--- src/rtl/alu_pkg.sv ---
// Shared definitions for the serial ALU controller: 4-bit function codes,
// ALUOp encodings, R-type funct encodings and the controller state enum.
package alu_pkg;

   // Function codes presented to the 1-bit ALU slice
   localparam logic [3:0] F_AND = 4'b0000;
   localparam logic [3:0] F_OR  = 4'b0001;
   localparam logic [3:0] F_ADD = 4'b0010;
   localparam logic [3:0] F_SUB = 4'b0110;
   localparam logic [3:0] F_SLT = 4'b0111;
   localparam logic [3:0] F_NOR = 4'b1100;

   // ALUOp encodings
   localparam logic [1:0] ALUOP_ADD   = 2'b00;
   localparam logic [1:0] ALUOP_SUB   = 2'b01;
   localparam logic [1:0] ALUOP_FUNCT = 2'b10;
   localparam logic [1:0] ALUOP_RSVD  = 2'b11;

   // R-type funct encodings
   localparam logic [5:0] FUNCT_ADD = 6'b100000;
   localparam logic [5:0] FUNCT_SUB = 6'b100010;
   localparam logic [5:0] FUNCT_AND = 6'b100100;
   localparam logic [5:0] FUNCT_OR  = 6'b100101;
   localparam logic [5:0] FUNCT_NOR = 6'b100111;
   localparam logic [5:0] FUNCT_SLT = 6'b101010;

   // Controller states
   typedef enum logic [1:0] {
      ST_IDLE = 2'd0,
      ST_RUN  = 2'd1,
      ST_DONE = 2'd2
   } state_t;

endpackage

--- src/rtl/alu_ctrl_decode.sv ---
// Combinational decode of (aluop, funct) into the 4-bit ALU function code.
// Optional feature macro: ALU_NOR_EN makes aluop=10/funct=100111 a legal nor;
// without it that encoding is illegal. Illegal encodings return f=0.
module alu_ctrl_decode
   import alu_pkg::*;
(
   input  logic [1:0] aluop,
   input  logic [5:0] funct,
   output logic [3:0] f,
   output logic       illegal
);

   // Table lookup; anything not listed is flagged illegal
   always_comb begin
      f       = F_AND;
      illegal = 1'b0;
      case (aluop)
         ALUOP_ADD: f = F_ADD;
         ALUOP_SUB: f = F_SUB;
         ALUOP_FUNCT: begin
            case (funct)
               FUNCT_ADD: f = F_ADD;
               FUNCT_SUB: f = F_SUB;
               FUNCT_AND: f = F_AND;
               FUNCT_OR:  f = F_OR;
               FUNCT_SLT: f = F_SLT;
`ifdef ALU_NOR_EN
               FUNCT_NOR: f = F_NOR;
`else
               FUNCT_NOR: illegal = 1'b1;
`endif
               default:   illegal = 1'b1;
            endcase
         end
         default: illegal = 1'b1;
      endcase
   end

endmodule

--- src/rtl/alu_serial_ctrl.sv ---
// Serial ALU controller: accepts a request, decodes it, walks an external
// 1-bit ALU slice LSB-first for WIDTH cycles threading the carry, and returns
// the assembled result with zero/err flags.
// Optional feature macro: ALU_NOR_EN (nor support, handled in alu_ctrl_decode).
//
// Handshakes: a transfer happens on a rising clk edge where valid && ready.
// The request side (in_valid/in_ready) must hold its payload until accepted;
// in_ready is high only in IDLE. The result side (out_valid/out_ready) holds
// result/zero/err stable while out_valid is high until out_ready is seen.
// in_ready and out_valid are never high in the same cycle.
module alu_serial_ctrl
   import alu_pkg::*;
#(
   parameter int WIDTH = 32
)
(
   input  logic             clk,
   input  logic             rst_n,
   input  logic             in_valid,
   output logic             in_ready,
   input  logic [1:0]       aluop,
   input  logic [5:0]       funct,
   input  logic [WIDTH-1:0] opa,
   input  logic [WIDTH-1:0] opb,
   output logic             slice_en,
   output logic [3:0]       slice_f,
   output logic             slice_a,
   output logic             slice_b,
   output logic             slice_cin,
   input  logic             slice_y,
   input  logic             slice_cout,
   output logic             out_valid,
   input  logic             out_ready,
   output logic [WIDTH-1:0] result,
   output logic             zero,
   output logic             err
);

   localparam int IDX_W = $clog2(WIDTH);
   localparam logic [IDX_W-1:0] IDX_LAST = IDX_W'(WIDTH - 1);

   state_t           state;
   state_t           state_n;
   logic [WIDTH-1:0] a_q;
   logic [WIDTH-1:0] b_q;
   logic [WIDTH-1:0] res_q;
   logic [WIDTH-1:0] res_n;
   logic [3:0]       f_q;
   logic             err_q;
   logic             carry;
   logic [IDX_W-1:0] idx;
   logic [3:0]       dec_f;
   logic             dec_illegal;
   logic             accept;
   logic             last;
   logic             less;

   alu_ctrl_decode u_decode (
      .aluop   (aluop),
      .funct   (funct),
      .f       (dec_f),
      .illegal (dec_illegal)
   );

   assign accept = in_valid && in_ready;
   assign last   = (idx == IDX_LAST);

   // State register
   always_ff @(posedge clk or negedge rst_n) begin
      if (!rst_n) state <= ST_IDLE;
      else        state <= state_n;
   end

   // Next-state logic; illegal requests skip RUN entirely
   always_comb begin
      state_n = state;
      case (state)
         ST_IDLE: if (accept) state_n = dec_illegal ? ST_DONE : ST_RUN;
         ST_RUN:  if (last)   state_n = ST_DONE;
         ST_DONE: if (out_ready) state_n = ST_IDLE;
         default: state_n = ST_IDLE;
      endcase
   end

   // Outputs decoded from state; slice pins are quiet outside RUN
   always_comb begin
      in_ready  = 1'b0;
      out_valid = 1'b0;
      slice_en  = 1'b0;
      slice_f   = 4'b0000;
      slice_a   = 1'b0;
      slice_b   = 1'b0;
      slice_cin = 1'b0;
      case (state)
         ST_IDLE: in_ready = 1'b1;
         ST_RUN: begin
            slice_en  = 1'b1;
            slice_f   = f_q;
            slice_a   = a_q[idx];
            slice_b   = b_q[idx];
            slice_cin = carry;
         end
         ST_DONE: out_valid = 1'b1;
         default: ;
      endcase
   end

   // Next result word: insert the current bit; at the MSB of slt replace the
   // whole word with the overflow-corrected sign of a-b
   always_comb begin
      less     = slice_y ^ (carry ^ slice_cout);
      res_n    = res_q;
      res_n[idx] = slice_y;
      if (f_q == F_SLT && last) res_n = {{(WIDTH-1){1'b0}}, less};
   end

   // Operand latch, bit counter, carry chain and result assembly
   always_ff @(posedge clk or negedge rst_n) begin
      if (!rst_n) begin
         a_q   <= '0;
         b_q   <= '0;
         f_q   <= 4'b0000;
         idx   <= '0;
         carry <= 1'b0;
         res_q <= '0;
         err_q <= 1'b0;
      end else begin
         case (state)
            ST_IDLE: begin
               if (accept) begin
                  a_q   <= opa;
                  b_q   <= opb;
                  f_q   <= dec_f;
                  idx   <= '0;
                  carry <= dec_f[2];
                  res_q <= '0;
                  err_q <= dec_illegal;
               end
            end
            ST_RUN: begin
               res_q <= res_n;
               carry <= slice_cout;
               idx   <= last ? '0 : idx + IDX_W'(1);
            end
            default: ;
         endcase
      end
   end

   assign result = res_q;
   assign err    = err_q;
   // Zero only describes a presented, legal result
   assign zero   = (state == ST_DONE) && !err_q && (res_q == '0);

endmodule

--- config.mk ---
export PLATFORM = sky130hd
export DESIGN_NAME = alu_serial_ctrl
export DESIGN_NICKNAME = d
export VERILOG_FILES = /design/src/rtl/alu_pkg.sv /design/src/rtl/alu_ctrl_decode.sv /design/src/rtl/alu_serial_ctrl.sv
export SDC_FILE = /design/constraint.sdc
export NUM_CORES = 1
export LEC_CHECK = 0
export CAP_MARGIN = 20
export CORE_MARGIN = 5
export CORE_UTILIZATION = 51
export DETAILED_ROUTE_END_ITERATION = 8
export GPL_ROUTABILITY_DRIVEN = 0
export MAX_ROUTING_LAYER = met4
export PLACE_DENSITY = 0.85
export SYNTH_ARGS = -nofsm -noshare
export SYNTH_HDL_FRONTEND = slang
export SYNTH_SLANG_ARGS = --single-unit
--- constraint.sdc ---
create_clock -name clk -period 3.1 [get_ports clk]
set_input_delay 0.62 -clock clk [delete_from_list [all_inputs] [get_ports clk]]
set_output_delay 0.62 -clock clk [all_outputs]
set_load 0.02 [all_outputs]
; ---- Yosys cells after proc, flatten, opt, wreduce, memory -nomap -nowiden
; Index checks and enable logic that the tools add are counted.
[totals]
ff_bits = 109
[classes]
eq_ne = 14
n_reduce_logical = 15
muxes = 31
bitwise = 2
addsub = 1
order_cmp = 2
[ops]
columns = cell, count
row1 = 2-to-1 mux 32 bit, 2
row2 = one-hot mux 32 bit (2 select lines), 1
row3 = bitwise mux 32 bit, 1
row4 = logical NOT 32 bit, 1
row5 = "== test 6 bit, second input constant", 5
row6 = one-hot mux 3 bit (4 select lines), 1
row7 = one-hot mux 4 bit (3 select lines), 1
row8 = 2-to-1 mux 1 bit, 11
row9 = binary-select mux 1 bit (select 5 bit), 2
row10 = 2-to-1 mux 5 bit, 2
row11 = one-hot mux 5 bit (2 select lines), 1
row12 = 2-to-1 mux 2 bit, 4
row13 = "< comparator 5 x 6 -> 1 bit, second input constant", 1
row14 = "inequality test 2 bit, second input constant", 3
row15 = one-hot mux 2 bit (3 select lines), 1
row16 = "adder 5 x 1 -> 5 bit, second input constant", 1
row17 = demux 1 bit (select 5 bit), 1
row18 = "== test 5 bit, second input constant", 1
row19 = "greater-or-equal comparator 5 x 1 -> 1 bit, second input constant", 1
row20 = logical AND 1 bit, 5
row21 = OR reduction 5 bit, 1
row22 = "== test 2 x 1 -> 1 bit, second input constant", 2
row23 = "== test 2 bit, second input constant", 2
row24 = "== test 4 x 3 -> 1 bit, second input constant", 1
row25 = 9 further kinds, 13

; ---- Longest topological paths before layout
[depth]
depth_word = 7
mapped_depth = 10
depth_no_buf = 7

; ---- Hierarchy
; Synthesis repeated with hierarchy kept, for this count alone.
[hier_totals]
hier_cells = 510
hier_area_um2 = 5466.5
[modules_own_cells]
columns = module, cells_per_inst, area_per_inst_um2, n_inst
row1 = alu_serial_ctrl, 496, 5343.9, 1
row2 = alu_ctrl_decode, 14, 122.6, 1

; ---- Worst setup path before layout
; Ideal clock, no wire load.
[synth_timing]
kind = reg-to-output
startpoint = register idx[0]
endpoint = output port slice_a
setup_slack_ns = 0.866
t_required_ns = 2.480
path_stages_with_launch = 6
t_arrival_ns = 1.614
path_cell_list = dfrtp_1 > buf_2 > mux4_2 > nand2_1 > nand4_1 > o31a_1
[synth_between]
elab_chain_cells = 3
[synth_rtl]
columns = item, line_no
row1 = from (decl), alu_serial_ctrl.sv:51  ; logic [IDX_W-1:0] idx;
row2 = from (signal assigned), alu_serial_ctrl.sv:143  ; idx <= last ? '0 : idx + IDX_W'(1);
row3 = binary-select mux 1 bit (select 5 bit), alu_serial_ctrl.sv:99  ; slice_a = a_q[idx];
row4 = 2-to-1 mux 1 bit (implied by the code), alu_serial_ctrl.sv:99
row5 = 2-to-1 mux 1 bit, alu_serial_ctrl.sv:94  ; case (state)
row6 = to (decl), alu_serial_ctrl.sv:27  ; output logic slice_a,
; Every way passes these cells. The select of a mux whose other input is x is not followed.

; ---- Worst setup path in the final report
[layout_timing]
startpoint = register idx[0]
endpoint = output port slice_b
[layout_between]
elab_chain_cells = 3
[layout_rtl]
columns = item, line_no
row1 = binary-select mux 1 bit (select 5 bit), alu_serial_ctrl.sv:100  ; slice_b = b_q[idx];
row2 = 2-to-1 mux 1 bit (implied by the code), alu_serial_ctrl.sv:100
row3 = 2-to-1 mux 1 bit, alu_serial_ctrl.sv:94
row4 = to (decl), alu_serial_ctrl.sv:28  ; output logic slice_b,
; Every way passes these cells. The select of a mux whose other input is x is not followed.

==> results by group <==
Outcome
  – Status: complete, no violations

Timing
  – FMAX: 340 MHz
  – Fin crit share: a little over nine tenths
  – Fin. Hold Viols: 0
  – Worst Max-Slew Pin Slew: 0.596 ns
  – Max Clock Skew: 0.00951 ns
  – Worst slew margin: 60.1%
  – Final setup fails: 0
  – Minimum clock period: 2.94 ns
  – Unrepaired setup endpoints after global routing: no
  – Setup TNS: 0 ns
  – Slew Limit Fails: 0

Logic synthesis
  – Synth async-reset ratio: 100%
  – Main area contributors after synthesis: dfrtp_1 50%, nand2_1 16%, mux4_2 6.7%, mux2i_1 3.9%, nand3_1 2.5%
  – Dominant synthesized flop cell: dfrtp_1
  – Post-synthesis cell type count: 47
  – Number of synthesized flops with an enable pin: 0
  – Post-Syn Area: 0.00536 mm²
  – FF+latch count, synth: 108
  – Synth top area share: between 50% and 60%
  – YS warnings: 0
  – Synthesized Nets: 672
  – Post-Syn Area per Cell: around 9.1 µm²
  – Synth Instances: 589
  – Seq/Total Area, Yosys: 50.4%
  – Area leader, netlist: dfrtp_1

Worst setup path
  – Delay-heaviest family, CP: buffers and inverters
  – Crit start category: flip-flop
  – CP required: approximately 2.5 ns
  – CP max stage delay: 0.53 ns
  – Buf/Inv on CP: 2
  – Worst path slowest cell: mux4_2
  – Path depth of the worst reg2reg path: 8
  – Critical path class: reg2out
  – Worst R2R Setup Slack: 0.56 ns
  – Worst-path fanout max: 22
  – Worst reg2reg startpoint: idx[1]
  – Crit path arrival time: 2.32 ns
  – RR Endpoint: result[26]
  – Crit path cell chain: buf_12 -> mux4_2 -> nand2_1 -> nand4_1 -> o31a_1 -> dlygate4sd2_1
  – CP Capture Type: output pin

Layout
  – Final core occ: roughly 67%
  – Fin cells: roughly 830
  – NumNets Final: just under 800
  – Fill cells: between 800 and 900
  – Share of cells above drive strength 1: ~8.0%
  – Most common cell after layout, fill and taps aside: nand2_1
  – Antenna Cells: 0
  – Area delta synth->final: 28.2%
  – Commonest cells after routing, fill and taps aside: 226 x nand2_1, 117 x clkdlybuf4s50_1, 108 x dfrtp_1, 29 x nor2_1, 27 x nand3_1

Clock tree
  – Clock transition at the registers of the reported paths: 0.10 ns
  – Postcts setup bufs: 0
  – CTS tree: yes
  – Clock Path Buffers: 2
  – Clock Sink Count: roughly 110
  – Skew-Pair Late Insertion Delay: 0.38 ns
  – CTS HTree Levels: 3
  – CTS root buffer: clkbuf_8
  – CTS Buf Count: 9

Flow run
  – Max-Cap Viols: 0

Worst hold path
  – Hold WC Path Type: in2async

Global route
  – Largest net degree at the start of global routing: 68
  – Total GRT Usage: 22.3%
  – Vias in the first global route: 4590
  – Initial antenna violation count: 0
  – Congestion Overflow GR: 0
  – Global-route wire length before repair: 22.5 mm

Power and ir drop
  – VDD IR max: 0.000397 V
  – Leak: 3.30 nW
  – Power Dens Cells: 726 mW/mm²

Die
  – Die width: 113 µm
  – Initial Util: 52.2%
  – Die ar.: approximately 0.013 mm²
  – Core Footprint: 0.0103 mm²
  – I/O Pins: 122
  – Die Height: 113 µm
  – Num rows: 37

Routing
  – Final antenna-violating net count: 0
  – Final WL: 13.6 mm
  – Avg WL per Cell: 16.3 µm
  – Remaining DRCs: 0
  – Vias: approximately 4600
  – Drt first pass iters: 5
  – Vias per cell: 5.51
  – Iter 0 DRT Violations: 278

Placement
  – Cell count after placement: 817
  – Post-DP HPWL: 10.1 mm
  – PortBufs: 120
[worst reg2reg max path: stages (launching register included)]
cell     delay (ns)
dfrtp_1        0.35
buf_4          0.26
ha_1           0.22
and3_1         0.16
ha_1           0.29
nand4_1        0.21
and2_1         0.39
and3_1         0.31
a22o_1         0.24
[synthesized netlist by cell type, types with 3 or more instances]
| master | number |
|---|---|
| o21ai_0 | 8 |
| nand2_1 | 227 |
| and2_1 | 6 |
| a22o_1 | 4 |
| clkbuf_1 | 18 |
| a31oi_1 | 3 |
| nand3_1 | 27 |
| and3b_1 | 3 |
| o22ai_1 | 6 |
| nand2b_1 | 4 |
| and3_1 | 3 |
| mux4_2 | 16 |
| nor2_1 | 30 |
| nor3b_1 | 3 |
| inv_1 | 16 |
| nor4_1 | 7 |
| nand4_1 | 6 |
| a21oi_1 | 11 |
| dfrtp_1 | 108 |
| buf_2 | 18 |
| nor2b_1 | 5 |
| mux2i_1 | 21 |
| ha_1 | 5 |
| a21o_1 | 4 |
[report_power, final]
group          total, mW  leakage (nW)  switching (mW)  internal, mW
sequential          2.21          1.39           0.340          1.87
clock              0.818        0.0949           0.492         0.327
combinational       1.96          1.81            1.07         0.890
[stage by stage]
stage	cell area (µm²)	total power [mW]	setup WS, ns	hold slack, ns
3_5_place_dp	6690	4.20	0.349	0.463
4_1_cts	6870	5.01	0.146	0.249
2_1_floorplan	5360	3.50	0.866	0.324
5_1_grt	6880	5.35	0.0655	0.271
3_3_place_gp	6690	4.10	0.386	0.455
6_report	6880	4.99	0.156	0.241
[state kept, by name, indices dropped and copies added (netlist names)]
| register | cells |
|---|---|
| a_q | 32 |
| f_q | 3 |
| b_q | 32 |
| result | 32 |
| carry | 1 |
| err | 1 |
| state | 2 |
| idx | 5 |
[worst max-delay path by stage]
stage | startpoint | end | depth (start not counted)
2_1_floorplan | idx[0] | slice_a | 5
3_3_place_gp | idx[0] | slice_a | 6
3_5_place_dp | idx[0] | slice_b | 6
4_1_cts | idx[0] | slice_b | 6
5_1_grt | idx[0] | slice_a | 6
6_report | idx[0] | slice_b | 6
[layout make-up]
cell class	instances	area, µm²	share of cell area [%]
Multi-Input combinational cell	423	2410	35.1
Sequential cell	108	2700	39.3
Tap cell	136	170	2.47
Inverter	17	63.8	0.928
Clock buffer	11	141	2.06
Clock inverter	5	43.8	0.637
Timing Repair Buffer	134	1340	19.5
[cell families (layout without fill, tap and decap cells)]
kind of cell | count (synthesis) | count (layout) | synth area share (%)
buf+inv | 58 | 167 | 4.76
xor+xnor | 1 | 1 | 0.163
other cells | 1 | 1 | 0.0699
flops | 108 | 108 | 50.4
compound gates | 49 | 49 | 6.02
fa+ha+maj | 5 | 5 | 1.17
simple gates | 329 | 329 | 26.6
mux | 38 | 38 | 10.8
[layer usage]
metal	global-route usage, %	up-vias	wire (µm)	part of all wire, %
met3	4.58	23	893	6.6
met4	6.01	0	251	1.8
met2	34.9	200	6550	48
li1	-	2158	-	-
met5	-	-	0	0
met1	29.8	2212	5870	43
[timing repair]
| item | in CTS | in global routing |
|---|---|---|
| resized for setup | 2 | 0 |
| endpoints found under the setup margin | 2 | 0 |
| hold buffers | 0 | 0 |
Note: power is estimated with default switching activity, not from simulation.
